`config.mk`:
```
export PLATFORM = sky130hd
export DESIGN_NAME = sleep_request_gen
export DESIGN_NICKNAME = d
export VERILOG_FILES = /design/src/rtl/pm_pkg.sv /design/src/rtl/pm_down_timer.sv /design/src/rtl/sleep_request_gen.sv
export SDC_FILE = /design/constraint.sdc
export NUM_CORES = 1
export LEC_CHECK = 0
export CORE_MARGIN = 2
export CORE_UTILIZATION = 45
export DETAILED_ROUTE_END_ITERATION = 7
export PLACE_DENSITY = 0.69
export SLEW_MARGIN = 40
export SYNTH_ARGS = -nofsm -noshare
export SYNTH_HDL_FRONTEND = slang
export SYNTH_SLANG_ARGS = --single-unit
```
`constraint.sdc`:
```
create_clock -name main_clk -period 3.4 [get_ports main_clk]
set_input_delay 1.02 -clock main_clk [delete_from_list [all_inputs] [get_ports main_clk]]
set_output_delay 1.02 -clock main_clk [all_outputs]
set_load 0.02 [all_outputs]
```
`src/rtl/pm_pkg.sv`:
```
// Shared definitions for the power-management sleep/wake requester.
package pm_pkg;

  localparam int unsigned PM_STATE_W = 3;

  typedef enum logic [PM_STATE_W-1:0] {
    ACTIVE     = 3'b000,
    REQ_SLEEP  = 3'b001,
    ASLEEP     = 3'b010,
    REQ_WAKE   = 3'b011,
    HOLDOFF_ST = 3'b100
  } pm_state_e;

  function automatic logic [15:0] sat_inc16(input logic [15:0] v);
    return (v == 16'hFFFF) ? v : v + 16'd1;
  endfunction

endpackage

```
`src/rtl/pm_down_timer.sv`:
```
// Loadable down-counter that stops at zero and flags when it holds exactly one.
module pm_down_timer #(
  parameter int unsigned W = 8
) (
  input  logic         i_clk,
  input  logic         i_rst,
  input  logic         i_load,
  input  logic [W-1:0] i_load_val,
  input  logic         i_dec,
  output logic         o_at_one
);

  logic [W-1:0] r_count;

  always_ff @(posedge i_clk or posedge i_rst) begin
    if (i_rst) begin
      r_count <= '0;
    end else if (i_load) begin
      r_count <= i_load_val;
    end else if (i_dec && (r_count != '0)) begin
      r_count <= r_count - W'(1);
    end
  end

  assign o_at_one = (r_count == W'(1));

endmodule

```
`src/rtl/sleep_request_gen.sv`:
```
// Drives sleep/wake requests to the sleep controller from core idleness, a wake timer
// and external wake events, closing each handshake on the controller's sleep_state.
module sleep_request_gen
  import pm_pkg::*;
#(
  parameter int unsigned IDLE_W      = 16,
  parameter int unsigned WAKE_W      = 24,
  parameter int unsigned ACK_TIMEOUT = 15,
  parameter int unsigned HOLDOFF     = 8
) (
  input  logic              main_clk,
  input  logic              rst,
  input  logic              enable,
  input  logic              core_activity,
  input  logic [IDLE_W-1:0] idle_threshold,
  input  logic [WAKE_W-1:0] wake_interval,
  input  logic              wake_event,
  input  logic              sleep_state,
  output logic              sleep_request,
  output logic              wakeup_request,
  output logic [2:0]        pm_state,
  output logic              ack_error,
  output logic [15:0]       sleep_count
);

  localparam int unsigned ACK_W = (ACK_TIMEOUT < 2) ? 1 : $clog2(ACK_TIMEOUT + 1);
  localparam logic [ACK_W-1:0] ACK_LAST = ACK_W'(ACK_TIMEOUT - 1);
  // A zero holdoff would never reach one; treat it as a single cycle.
  localparam int unsigned HO_LD = (HOLDOFF == 0) ? 1 : HOLDOFF;
  localparam int unsigned HO_W  = $clog2(HO_LD + 1);
  localparam logic [HO_W-1:0] HO_LOAD = HO_W'(HO_LD);

  pm_state_e         r_state, w_state_d;
  logic [IDLE_W-1:0] r_idle_cnt, w_idle_cnt_d;
  logic [ACK_W-1:0]  r_ack_cnt, w_ack_cnt_d;
  logic              r_ack_err, w_ack_err_d;
  logic [15:0]       r_sleep_cnt, w_sleep_cnt_d;
  logic              r_sleep_req, r_wake_req;

  logic              w_idle_en, w_idle_hit, w_wake_timed;
  logic              w_wake_load, w_wake_dec, w_wake_at_one;
  logic              w_ho_load, w_ho_dec, w_ho_at_one;

  assign w_idle_en    = enable && (idle_threshold != '0);
  assign w_idle_hit   = w_idle_en && !core_activity &&
                        (r_idle_cnt == (idle_threshold - IDLE_W'(1)));
  assign w_wake_timed = (wake_interval != '0);
  assign w_wake_dec   = (r_state == ASLEEP) && w_wake_timed;
  assign w_ho_dec     = (r_state == HOLDOFF_ST);

  pm_down_timer #(
    .W (WAKE_W)
  ) u_wake_timer (
    .i_clk      (main_clk),
    .i_rst      (rst),
    .i_load     (w_wake_load),
    .i_load_val (wake_interval),
    .i_dec      (w_wake_dec),
    .o_at_one   (w_wake_at_one)
  );

  pm_down_timer #(
    .W (HO_W)
  ) u_holdoff_timer (
    .i_clk      (main_clk),
    .i_rst      (rst),
    .i_load     (w_ho_load),
    .i_load_val (HO_LOAD),
    .i_dec      (w_ho_dec),
    .o_at_one   (w_ho_at_one)
  );

  always_comb begin
    w_state_d     = r_state;
    w_ack_cnt_d   = r_ack_cnt;
    w_ack_err_d   = r_ack_err;
    w_sleep_cnt_d = r_sleep_cnt;
    w_wake_load   = 1'b0;
    w_ho_load     = 1'b0;
    case (r_state)
      ACTIVE: begin
        if (sleep_state) begin
          w_state_d   = ASLEEP;
          w_wake_load = 1'b1;
        end else if (w_idle_hit) begin
          w_state_d   = REQ_SLEEP;
          w_ack_cnt_d = '0;
        end
      end
      REQ_SLEEP: begin
        // The acknowledge takes priority over a late abort.
        if (sleep_state) begin
          w_state_d     = ASLEEP;
          w_wake_load   = 1'b1;
          w_sleep_cnt_d = sat_inc16(r_sleep_cnt);
        end else if (core_activity || !enable) begin
          w_state_d = ACTIVE;
        end else if (r_ack_cnt == ACK_LAST) begin
          w_state_d   = ACTIVE;
          w_ack_err_d = 1'b1;
        end else begin
          w_ack_cnt_d = r_ack_cnt + ACK_W'(1);
        end
      end
      ASLEEP: begin
        if (wake_event || (w_wake_timed && w_wake_at_one)) begin
          w_state_d   = REQ_WAKE;
          w_ack_cnt_d = '0;
        end else if (!sleep_state) begin
          w_state_d = HOLDOFF_ST;
          w_ho_load = 1'b1;
        end
      end
      REQ_WAKE: begin
        // Wake is never abandoned: a timeout only flags the error.
        if (!sleep_state) begin
          w_state_d = HOLDOFF_ST;
          w_ho_load = 1'b1;
        end else if (r_ack_cnt == ACK_LAST) begin
          w_ack_err_d = 1'b1;
        end else begin
          w_ack_cnt_d = r_ack_cnt + ACK_W'(1);
        end
      end
      HOLDOFF_ST: begin
        if (w_ho_at_one) begin
          w_state_d = ACTIVE;
        end
      end
      default: begin
        w_state_d = ACTIVE;
      end
    endcase
  end

  always_comb begin
    w_idle_cnt_d = '0;
    if ((r_state == ACTIVE) && (w_state_d == ACTIVE) && w_idle_en && !core_activity) begin
      w_idle_cnt_d = (r_idle_cnt == '1) ? r_idle_cnt : r_idle_cnt + IDLE_W'(1);
    end
  end

  always_ff @(posedge main_clk or posedge rst) begin
    if (rst) begin
      r_state     <= ACTIVE;
      r_idle_cnt  <= '0;
      r_ack_cnt   <= '0;
      r_ack_err   <= 1'b0;
      r_sleep_cnt <= '0;
      r_sleep_req <= 1'b0;
      r_wake_req  <= 1'b0;
    end else begin
      r_state     <= w_state_d;
      r_idle_cnt  <= w_idle_cnt_d;
      r_ack_cnt   <= w_ack_cnt_d;
      r_ack_err   <= w_ack_err_d;
      r_sleep_cnt <= w_sleep_cnt_d;
      r_sleep_req <= (w_state_d == REQ_SLEEP);
      r_wake_req  <= (w_state_d == REQ_WAKE);
    end
  end

  assign sleep_request  = r_sleep_req;
  assign wakeup_request = r_wake_req;
  assign pm_state       = r_state;
  assign ack_error      = r_ack_err;
  assign sleep_count    = r_sleep_cnt;

endmodule

```
==> metrics.cfg <==
[floorplan]
die_area_um2 = 10200
core_um2 = 9200
fp.dieH_um = 101
initial_core_util = 0.462
fp.dieW_um = 101
row_count = 35
io-pin-count = 68

[placement]
gp_congestion = 0.894
dp_cells = 672
portBuffers = 67
place_ws_ns = -0.268
place_hpwl_mm = 7.93

[route]
drtAntennaViolNets = 0
drt_pass1_iterations = 5
vias_per_cell = 5.70
vias = 3925
drt-total-wl_mm = 10.5
drt-wirelength-per-cell_um = 15.3
drt_iter0_markers = 176
drc = 0

[synth]
syn_area_um2 = 4250
synth_top_cell_by_area = dfrtp_1
yosys-top-cells-count = dfrtp_1, nor2_1, nand2_1
synth_top_flop_cell = dfrtp_1
synth_area_leaders = dfrtp_1, xnor2_1, nor2_1
ys_seq_area_frac = 0.412
syn_avg_cell_area_um2 = 8.99
async_flop_share = 1.00
synth_fp_nets = 530
yosysTopAreaCellShare = 0.412
yosys.cell_count.top_type = dfrtp_1
syn-instance-count = 473
ys_types = 58
synth-edff-count = 0
ys.warnings.count = 0
synth-seq-cells = 70

[grt]
grt_pass1_wl_mm = 18.0
grtUsageMet1 = 0.279
antenna_found_initial = 0
grt_overflow = 0
busiest_layer = met2
grt_pass1_vias = 3914
grt_max_degree = 53
grt_use_total = 0.219
gr-usage-met2 = 0.368
use_met3 = 0.0421

[timing]
timing.fmax_mhz = 307
hold_violations = 0
worstMarginPinSlew_ns = 0.508
post-route-min-period_ns = 3.26
worst_slack_ns = 0.143
rsz0062_at_grt = no
relSlewSlack = 0.659
post-route-period-util = 0.958
fin_skew_ns = 0.0136
setup_violations = 0
maxSlewViolCount = 0

[setup_path]
worstPathRequired_ns = 3.61
r2r_slack_ns = 0.49
crit_family = simple AND/OR/NAND/NOR gates
endpoint_kind = flop
critPathMaxStageDelay_ns = 0.55
critPathKind = in -> reg
worstPathArrival_ns = 3.47
worst-path-buf-inv = 3
worst_path_max_delay_cell = or4_1
path_max_fanout = 16
startpoint_type = primary input
crit_top_cell = nor3_1
crit_chain = clkdlybuf4s50_1 > or4_1 > nor3_1 > xnor2_1 > o31ai_1 > nand4_1 > buf_4 > o31ai_2 > buf_6 > nor3_1

[layout]
final_util = 0.600
instances_no_fill = 688
finalNetCount = 629
antenna_cells = 0
drive_gt1_frac = 0.116
syn_to_final_growth_pct = 29.9
fillers = 817

[pwr]
power_switching_uw = 1180
p_per_area_nw_per_um2 = 577
pwr-share-comb = 0.360
leakage_uw = 0.00226
power_frac_seq = 0.402
intPower_uw = 2010
p_clk_frac = 0.238
ir_worst_vdd_mv = 0.392
swShare = 0.370

[clock_network]
htree_levels = 3
postCtsSetupRepairBufs = 0
cts_root_buf = clkbuf_8
clk_pin_slew_ns = 0.08
clock_latency_ns = 0.35
clkSinkCount = 70
cts_buffers = 9
cts_tree = yes
clockBufferDepth = 2

[status]
status = finished clean

[min_path]
hold_class = reg -> reg

[flow_run]
drv_cap = 0

[cell families (layout without fill, tap and decap cells)]
kind of cell | count (synthesis) | count (layout) | synth area share
and+or+nand+nor | 226 | 226 | 0.277
AOI/OAI and AO/OA | 79 | 79 | 0.121
DFF | 70 | 70 | 0.412
xor gates and xnor gates | 60 | 60 | 0.124
buffers and inverters | 23 | 127 | 0.0241
adders and majority gates | 11 | 11 | 0.0324
muxes | 4 | 4 | 0.0100
[layout make-up]
cell class | count | area (um^2) | share of cell area
clock buffer | 10 | 128 | 0.0231
clock inverter | 6 | 93.8 | 0.0170
inverter | 13 | 48.8 | 0.00884
multi-input combinational | 380 | 2420 | 0.438
sequential | 70 | 1750 | 0.317
tap | 111 | 139 | 0.0252
timing repair buffer | 98 | 940 | 0.170
[worst paths after layout]
path	startpoint	endpoint	cells past startpoint
setup / recovery	idle_threshold[8]	r_idle_cnt[2]	10
max in group asynchronous	rst	r_idle_cnt[6]	3
setup reg to reg	u_wake_timer.r_count[18]	pm_state[2]	9
min in group asynchronous	rst	u_wake_timer.r_count[9]	2
hold / removal	ack_error	ack_error	1
hold reg to reg	ack_error	ack_error	1
[power groups by stage]
stage	sequential, uW	combinational (uW)	clock, uW
final	1280	1150	758
after global routing	1320	1290	807
after CTS	1280	1140	776
after detailed placement	1290	1140	0
after global placement	1280	1110	0
after floorplan	1280	709	0
[sequential cells by signal (all words and copies together), names as in the netlist]
| name | count |
|---|---|
| pm_state | 3 |
| u_holdoff_timer.r_count | 4 |
| ack_error | 1 |
| u_wake_timer.r_count | 24 |
| r_idle_cnt | 16 |
| sleep_count | 16 |
| wakeup_request | 1 |
| r_ack_cnt | 4 |
| sleep_request | 1 |
[metrics by stage]
stage | TNS, ns | total power (uW) | instance area (um^2) | hold slack (ns)
finish | 0 | 3190 | 5520 | 0.466
global placement | -2.57 | 2390 | 5270 | 0.450
global route | 0 | 3410 | 5520 | 0.506
CTS | 0 | 3190 | 5490 | 0.471
floorplan | 0 | 1980 | 4250 | 0.478
detailed placement | -5.07 | 2420 | 5270 | 0.449
[worst register-to-register path: cells and delay by family, from the launching register on]
| family | cells | cell delay (ns) |
|---|---|---|
| flip-flops | 1 | 0.44 |
| AND/OR/NAND/NOR | 6 | 1.84 |
| buffers and inverters | 2 | 0.32 |
| AO/OA/AOI/OAI | 1 | 0.18 |
[cells in the final DEF (no fill, tap or decap), types with 4 or more instances in the layout]
cell type | netlist | final
or3_1 | 8 | 8
a31oi_1 | 5 | 5
buf_4 | 2 | 28
nor3_1 | 25 | 25
a21oi_1 | 17 | 15
nand2b_1 | 6 | 6
clkdlybuf4s50_1 | 0 | 64
nand2_1 | 49 | 49
nand4_1 | 13 | 13
inv_1 | 13 | 12
ha_1 | 11 | 11
o21ai_0 | 22 | 22
nand3_1 | 23 | 23
xnor2_1 | 38 | 38
xor2_1 | 22 | 22
o211ai_1 | 4 | 4
nor2_1 | 52 | 52
and3_1 | 9 | 9
clkbuf_8 | 0 | 9
dfrtp_1 | 70 | 70
nor4_1 | 14 | 14
[metal layers]
layer  vias up  wire [um]
met2        92       5090
met3        19        527
met4         0        224
met5         -          0
li1       1906          -
met1      1908       4660
[repair_timing]
item	CTS	global route
resized for setup	0	9
endpoints found under the setup margin	0	18
hold buffers	0	0
(Power assumes the default switching activity.)
